[config.mk]
export PLATFORM = sky130hd
export DESIGN_NAME = traffic_light_ctrl_flat
export DESIGN_NICKNAME = d
export VERILOG_FILES = /design/src/rtl/traffic_light_ctrl_if.sv /design/src/rtl/traffic_light_ctrl.sv /design/src/flat_wrapper.sv
export SDC_FILE = /design/constraint.sdc
export NUM_CORES = 1
export LEC_CHECK = 0
export BUFFER_PORTS_ARGS = -buffer_cell sky130_fd_sc_hd__buf_2
export CAP_MARGIN = 40
export CORE_AREA = 5 5 42 44
export DETAILED_ROUTE_END_ITERATION = 12
export DIE_AREA = 0 0 47 49
export GPL_TIMING_DRIVEN = 0
export PLACE_DENSITY = 0.67
export SLEW_MARGIN = 10
export SYNTH_ARGS = -nofsm -noshare
export SYNTH_HDL_FRONTEND = slang
export SYNTH_SLANG_ARGS = --single-unit
export TNS_END_PERCENT = 10
[constraint.sdc]
create_clock -name clk1 -period 3.7 [get_ports clk1]
set_clock_uncertainty 0.2 [all_clocks]
set_input_delay 0.185 -clock clk1 [delete_from_list [all_inputs] [get_ports clk1]]
set_output_delay 0.185 -clock clk1 [all_outputs]
set_load 0.02 [all_outputs]
[src/rtl/traffic_light_ctrl_if.sv]
// Timer handshake between the traffic-light controller (master) and its interval timer (slave).
// st restarts the timer; ts/tl are sticky interval-done flags that stay high until the next st.
interface traffic_light_ctrl_if;
  logic st;
  logic ts;
  logic tl;

  modport master (output st, input ts, input tl);
  modport slave  (input st, output ts, output tl);
endinterface

[src/rtl/traffic_light_ctrl.sv]
// Highway / farm-road traffic-light sequencer with latched pedestrian request and night flashing mode.
// Lights are Moore-decoded from the registered state; st pulses in the first cycle of each new state.
module traffic_light_ctrl #(
  parameter int FLASH_DIV = 1
) (
  input  logic                        clk1,
  input  logic                        rst_n,
  input  logic                        car,
  input  logic                        ped_req,
  input  logic                        night,
  traffic_light_ctrl_if.master        tmr,
  output logic [2:0]                  hl,
  output logic [2:0]                  fl,
  output logic                        walk,
  output logic                        ped_pend
);

  localparam int CW = (FLASH_DIV > 1) ? $clog2(FLASH_DIV) : 1;

  typedef enum logic [2:0] {
    S_HG    = 3'd0,
    S_HY    = 3'd1,
    S_FG    = 3'd2,
    S_FY    = 3'd3,
    S_FLASH = 3'd4
  } state_e;

  state_e        state_q, state_d;
  logic          st_q, st_d;
  logic          ped_pend_q, ped_pend_d;
  logic          walk_q, walk_d;
  logic          blink_q, blink_d;
  logic [CW-1:0] blink_cnt_q, blink_cnt_d;
  logic          ts_eff, tl_eff;
  logic          hy_to_fg;

  always_ff @(posedge clk1 or negedge rst_n) begin
    if (!rst_n) begin
      state_q     <= S_HG;
      st_q        <= 1'b1;
      ped_pend_q  <= 1'b0;
      walk_q      <= 1'b0;
      blink_q     <= 1'b0;
      blink_cnt_q <= '0;
    end else begin
      state_q     <= state_d;
      st_q        <= st_d;
      ped_pend_q  <= ped_pend_d;
      walk_q      <= walk_d;
      blink_q     <= blink_d;
      blink_cnt_q <= blink_cnt_d;
    end
  end

  // Flags seen while st is high belong to the previous interval and must not advance the state.
  always_comb begin
    ts_eff  = tmr.ts & ~st_q;
    tl_eff  = tmr.tl & ~st_q;
    state_d = state_q;
    case (state_q)
      S_HG:    if ((tl_eff && (car || ped_pend_q)) || (ts_eff && night)) state_d = S_HY;
      S_HY:    if (ts_eff) state_d = night ? S_FLASH : S_FG;
      S_FG:    if (tl_eff || (ts_eff && !car && !walk_q)) state_d = S_FY;
      S_FY:    if (ts_eff) state_d = S_HG;
      S_FLASH: if (!night) state_d = S_HG;
      default: state_d = S_HG;
    endcase
    st_d = (state_d != state_q);
  end

  always_comb begin
    hy_to_fg   = (state_q == S_HY) && (state_d == S_FG);
    ped_pend_d = ped_pend_q;
    if (ped_req && !((state_q == S_FG) && walk_q)) ped_pend_d = 1'b1;
    if (hy_to_fg) ped_pend_d = 1'b0;

    walk_d = walk_q;
    if (hy_to_fg) begin
      walk_d = ped_pend_q | ped_req;
    end else if (state_d != S_FG) begin
      walk_d = 1'b0;
    end
  end

  // Blink starts lit on FLASH entry and toggles every FLASH_DIV cycles while in FLASH.
  always_comb begin
    blink_d     = 1'b0;
    blink_cnt_d = '0;
    if (state_d == S_FLASH) begin
      if (state_q != S_FLASH) begin
        blink_d     = 1'b1;
        blink_cnt_d = '0;
      end else if (blink_cnt_q == CW'(FLASH_DIV - 1)) begin
        blink_d     = ~blink_q;
        blink_cnt_d = '0;
      end else begin
        blink_d     = blink_q;
        blink_cnt_d = blink_cnt_q + CW'(1);
      end
    end
  end

  always_comb begin
    hl = 3'b100;
    fl = 3'b100;
    case (state_q)
      S_HG:    begin hl = 3'b001; fl = 3'b100; end
      S_HY:    begin hl = 3'b010; fl = 3'b100; end
      S_FG:    begin hl = 3'b100; fl = 3'b001; end
      S_FY:    begin hl = 3'b100; fl = 3'b010; end
      S_FLASH: begin hl = {1'b0, blink_q, 1'b0}; fl = {1'b0, blink_q, 1'b0}; end
      default: begin hl = 3'b100; fl = 3'b100; end
    endcase
  end

  assign tmr.st   = st_q;
  assign walk     = walk_q;
  assign ped_pend = ped_pend_q;

endmodule

[src/flat_wrapper.sv]
// flat-port wrapper written by rule: the top's interface ports become plain ports
module traffic_light_ctrl_flat 
#(
  parameter int FLASH_DIV = 1
)
  (clk1, rst_n, car, ped_req, night, hl, fl, walk, ped_pend, tmr_st, tmr_ts, tmr_tl);
  traffic_light_ctrl_if tmr_i ();
  input  logic clk1;
  input  logic rst_n;
  input  logic car;
  input  logic ped_req;
  input  logic night;
  output logic [2:0] hl;
  output logic [2:0] fl;
  output logic walk;
  output logic ped_pend;
  output wire logic [$bits(tmr_i.st)-1:0] tmr_st;
  input wire logic [$bits(tmr_i.ts)-1:0] tmr_ts;
  input wire logic [$bits(tmr_i.tl)-1:0] tmr_tl;
  assign tmr_st = tmr_i.st;
  assign tmr_i.ts = tmr_ts;
  assign tmr_i.tl = tmr_tl;
  traffic_light_ctrl #(.FLASH_DIV(FLASH_DIV)) u_core (.clk1(clk1), .rst_n(rst_n), .car(car), .ped_req(ped_req), .night(night), .tmr(tmr_i), .hl(hl), .fl(fl), .walk(walk), .ped_pend(ped_pend));
endmodule
# Word level (Yosys, flattened, before mapping)
# Cells that the tools add are included.
word_totals:
  elab_cells: 57
  input_bits: 7
  out_inout_bits: 9
  register_bits: 8
classes:
  eq_ne: 10
  n_mux: 19
  reduce_logical: 16
  bitwise_logic: 5
  add_sub_neg: 1
ops:
  columns: ["operator", "count"]
  rows:
  - ["$mux 3", 6]
  - ["$pmux 3 s3", 2]
  - ["$pmux 3 s5", 1]
  - ["$mux 1", 10]
  - ["$eq 3x2->1 const B", 3]
  - ["$logic_and 1x1->1", 7]
  - ["$eq 3x3->1 const B", 2]
  - ["$ne 3x3->1 const B", 2]
  - ["$reduce_bool 2->1", 2]
  - ["$eq 3x1->1 const B", 1]
  - ["$logic_not 1->1", 3]
  - ["$logic_not 3->1", 1]
  - ["$logic_or 1x1->1", 3]
  - ["$ne 3x2->1 const B", 1]
  - ["$ne 3x3->1", 1]
  - ["$and 1x1->1", 2]
  - ["$not 1->1", 2]
  - ["$add 1x1->1 const B", 1]
  - ["$or 1x1->1", 1]

# Logic depth before layout (Yosys ltp)
logic_depth:
  ltp_word: 10
  ltp_mapped: 5
  ltp_nobuf: 4

# Worst setup path after synthesis
# No wires, ideal clock.
synth_timing:
  path_type: "register to register"
  start: "register u_core.state_q[2]"
  end: "register u_core.walk_q, in the netlist u_core.walk"
  arrival_time_ps: 1423
  n_path_buf: 1
  setup_time_ps: 121
  stages_incl_launch_ff: 6
  synth_period_minus_slack_ps: 1743
  slack_ps: 1957
  t_required_ps: 3379
  path_cell_list: "dfrtp_1 buf_6 nor3_2 a21bo_1 a21oi_2 and4b_1"
synth_between:
  elab_chain_cells: 5
  elab_cells_between_ends: 16
  classes_between: "eq/ne (6); mux (7); reduce/logical (3)"
synth_rtl:
  columns: ["element", "line_no", "text"]
  rows:
  - ["start, declared", "traffic_light_ctrl.sv:28", "state_e state_q, state_d;"]
  - ["start signal, assigned", "traffic_light_ctrl.sv:46", "state_q <= state_d;"]
  - ["$eq 3x3->1 (tied with other cells)", "traffic_light_ctrl.sv:60", "case (state_q)"]
  - ["$pmux 3 s5", "traffic_light_ctrl.sv:60", null]
  - ["$eq 3x2->1", "traffic_light_ctrl.sv:72", "hy_to_fg = (state_q == S_HY) && (state_d == S_FG);"]
  - ["$logic_and 1x1->1", "traffic_light_ctrl.sv:72", null]
  - ["$mux 1 / $reduce_bool 2->1 (equally long branches)", null, null]
  - ["end signal, assigned", "traffic_light_ctrl.sv:49", "walk_q <= walk_d;"]
  - ["end, declared", "traffic_light_ctrl.sv:31", "logic walk_q, walk_d;"]
# Parallel ways exist; a longest one is shown, timed or not.
# A chain may end at the register's enable or synchronous reset.

# Worst setup path in the final report
layout_timing:
  start: "register u_core.state_q[1]"
  end: "output fl[1]"
layout_between:
  elab_chain_cells: 2
  elab_cells_between_ends: 4
  classes_between: "eq/ne (3); mux (1)"
layout_rtl:
  columns: ["element", "line_no", "text"]
  rows:
  - ["$eq 3x3->1 / $eq 3x2->1 (equally long branches)", "traffic_light_ctrl.sv:106", "case (state_q)"]
  - ["$pmux 3 s3 *", "traffic_light_ctrl.sv:106", null]
  - ["end, declared", "flat_wrapper.sv:14", "output logic [2:0] fl;"]
# Mark *: on every way between the ends. The rest lies on a longest branch, timed or not.

==> impl_metrics.py <==
metrics = {
    "outcome": {
        "outcome": "complete, no violations",
    },
    "timing": {
        "fin_tns_setup_ns": 0,
        "drv_slew": 0,
        "rsz0062_at_grt": "no",
        "period_share": 0.533,
        "setup_viol": 0,
        "tightest_slew_ns": 0.388,
        "final_hold_viol_count": 0,
        "relSlewSlack": 0.738,
        "fmax_mhz": 507,
        "fin_crit_ns": 1.97,
    },
    "min_path": {
        "min-delay-path-class": "input port to register",
        "min_from": "ped_req",
    },
    "critical_path": {
        "path_max_fanout": 10,
        "rr_startpoint": "u_core.state_q[0]",
        "ff2ff_setup_slack_ns": 2.07,
        "reg2regPathDepth": 5,
        "start_kind": "register",
        "reg2reg_to": "u_core.walk",
        "worstPathRequired_ns": 3.31,
        "endpoint": "fl[1]",
        "startpoint": "u_core.state_q[1]",
        "critPathKind": "register to primary output",
        "end_kind": "primary output",
        "cp.arrival_ns": 1.59,
    },
    "detailed_routing": {
        "drtAntennaViolNets": 0,
        "first_iter_violations": 4,
        "first_pass_iters": 4,
        "num_vias": 427,
        "wirelength_um": 956,
        "viasPerCell": 4.97,
        "post_drt_wl_per_cell_um": 11.1,
        "drc": 0,
    },
    "cells_and_area": {
        "multi_input_area_um2": 265,
        "diodes": 0,
        "drive_above_1_share": 0.429,
        "most-common-layout-cells": "buf_2, dfrtp_1, a21oi_1, nor2_1",
        "seq_area_um2": 176,
        "syn_to_final_growth_pct": 27.6,
        "final_common_cell": "buf_2",
        "fillers": 158,
        "final_core_util": 0.433,
        "nNetsFinal": 78,
    },
    "grt": {
        "grt_pass1_wl_mm": 1.67,
        "grt_pass1_vias": 385,
        "grt_overflow": 0,
        "grt_max_degree": 11,
        "grt_usage": 0.101,
        "antenna_found_initial": 0,
    },
    "placement": {
        "io_buffers": 15,
        "place_congestion": 0.692,
        "dp_hpwl_um": 794,
    },
    "yosys": {
        "synthTopCellsByArea": "dfrtp_1, dfstp_2, nor3b_2",
        "synth_fp_nets": 57,
        "synth_largest_area_cell": "dfrtp_1",
        "synth_area_per_cell_um2": 9.51,
        "yosysWarnings": 0,
        "synth.yosys.seq_area_share": 0.371,
        "syn_area_um2": 475,
        "synth-seq-cells": 7,
        "synthDistinctLibCells": 27,
        "postSynthCellCount": 50,
        "synth_top_area_share": 0.316,
    },
    "flow_run": {
        "maxCapViolCount": 0,
    },
    "cts": {
        "cts_num_sinks": 7,
        "cts_setup_buffers": 0,
        "cts_buffers": 3,
        "path_clk_slew_ns": 0.05,
        "cts_tree": "done",
        "cts_root_buf": "clkbuf_4",
        "cts_max_level": 1,
        "cts_buffer_depth": 2,
        "cts.repair.resized": 0,
        "clk_latency_ns": 0.25,
    },
    "power": {
        "leakage_nw": 0.302,
        "peakVddDrop_mv": 0.340,
        "power_density_nw_per_um2": 777,
    },
    "floorplanning": {
        "start_util": 0.339,
        "pin_count": 16,
        "core_um2": 1400,
        "die_w_um": 47,
        "rows": 14,
        "dieArea_um2": 2300,
        "die_height_um": 49,
    },
}
[synthesized netlist by cell type]
| cell type | number |
|---|---|
| mux2_2 | 1 |
| nand2b_1 | 1 |
| or2_2 | 1 |
| dfrtp_1 | 6 |
| nor2_1 | 4 |
| buf_6 | 2 |
| a21o_1 | 2 |
| a21oi_2 | 2 |
| nor3_2 | 1 |
| nor2b_1 | 3 |
| nor3_1 | 1 |
| nor4_1 | 1 |
| nor4b_1 | 1 |
| a21bo_1 | 1 |
| nor3b_2 | 2 |
| clkbuf_1 | 1 |
| inv_2 | 1 |
| o21ai_1 | 1 |
| nor3b_1 | 3 |
| o21ai_0 | 3 |
| nand2_1 | 3 |
| or3_1 | 1 |
| inv_1 | 1 |
| a21oi_1 | 4 |
| and4b_1 | 1 |
| nand3b_4 | 1 |
| dfstp_2 | 1 |
[flip-flops by register name, summed over array words and instances, names as in the netlist]
name,flops
u_core.ped_pend,1
u_core.tmr.st,1
u_core.state_q,3
u_core.blink_q,1
u_core.walk,1
[repair_timing]
action | in CTS | in global routing
hold buffers | 1 | 0
setup endpoints to repair | 0 | 0
hold endpoints to repair | 7 | 0
[worst min-delay path by stage]
stage          slack, ns                 to  depth (start not counted)
6_report            0.02    u_core.ped_pend                          3
5_1_grt             0.05    u_core.ped_pend                          3
4_1_cts             0.01    u_core.ped_pend                          3
3_5_place_dp       -0.18     u_core.blink_q                          1
3_3_place_gp       -0.18  u_core.state_q[2]                          1
2_1_floorplan      -0.31     u_core.blink_q                          0
[critical path: stages, from the launching register on]
cell and delay [ns]:
dfrtp_1 0.41, clkbuf_1 0.23, nor4b_1 0.43, a21o_1 0.12
buf_2 0.15
[routing by layer]
layer	routed length, um	global-route usage
met4	41	0.0968
met1	412	0.126
met5	0	0
met3	29	0.0148
met2	473	0.138
[where the power goes]
group / switching (mW) / internal, mW / total, mW
clock network: 0.0264 / 0.0410 / 0.0675
logic: 0.156 / 0.117 / 0.272
registers: 0.0254 / 0.106 / 0.131
[cell families (layout without fill, tap and decap cells)]
group / count (synthesis) / count (layout) / synth area share
and+or+nand+nor: 24 / 24 / 0.361
AOI/OAI and AO/OA: 13 / 13 / 0.174
DFF: 7 / 7 / 0.371
buffers and inverters: 5 / 25 / 0.0710
muxes: 1 / 1 / 0.0237
[cell type report]
class,instances,area share
buffer,3,0.0433
clock buffer,4,0.0433
inverter,2,0.0124
multi-input combinational,38,0.437
sequential,7,0.291
tap,16,0.0330
timing repair buffer,16,0.140
[per-stage QoR]
step / setup slack [ns] / cell area (um2) / total power, mW / hold slack (ns) / instances
after floorplan: 1.96 / 475 / 0.335 / -0.311 / 50
after global placement: 1.99 / 571 / 0.405 / -0.177 / 81
after detailed placement: 1.97 / 571 / 0.406 / -0.175 / 81
after CTS: 1.69 / 607 / 0.479 / 0.0124 / 86
after global routing: 1.60 / 607 / 0.512 / 0.0494 / 86
final: 1.73 / 607 / 0.471 / 0.0168 / 86
No activity file was read; power rests on OpenSTA's default activity.
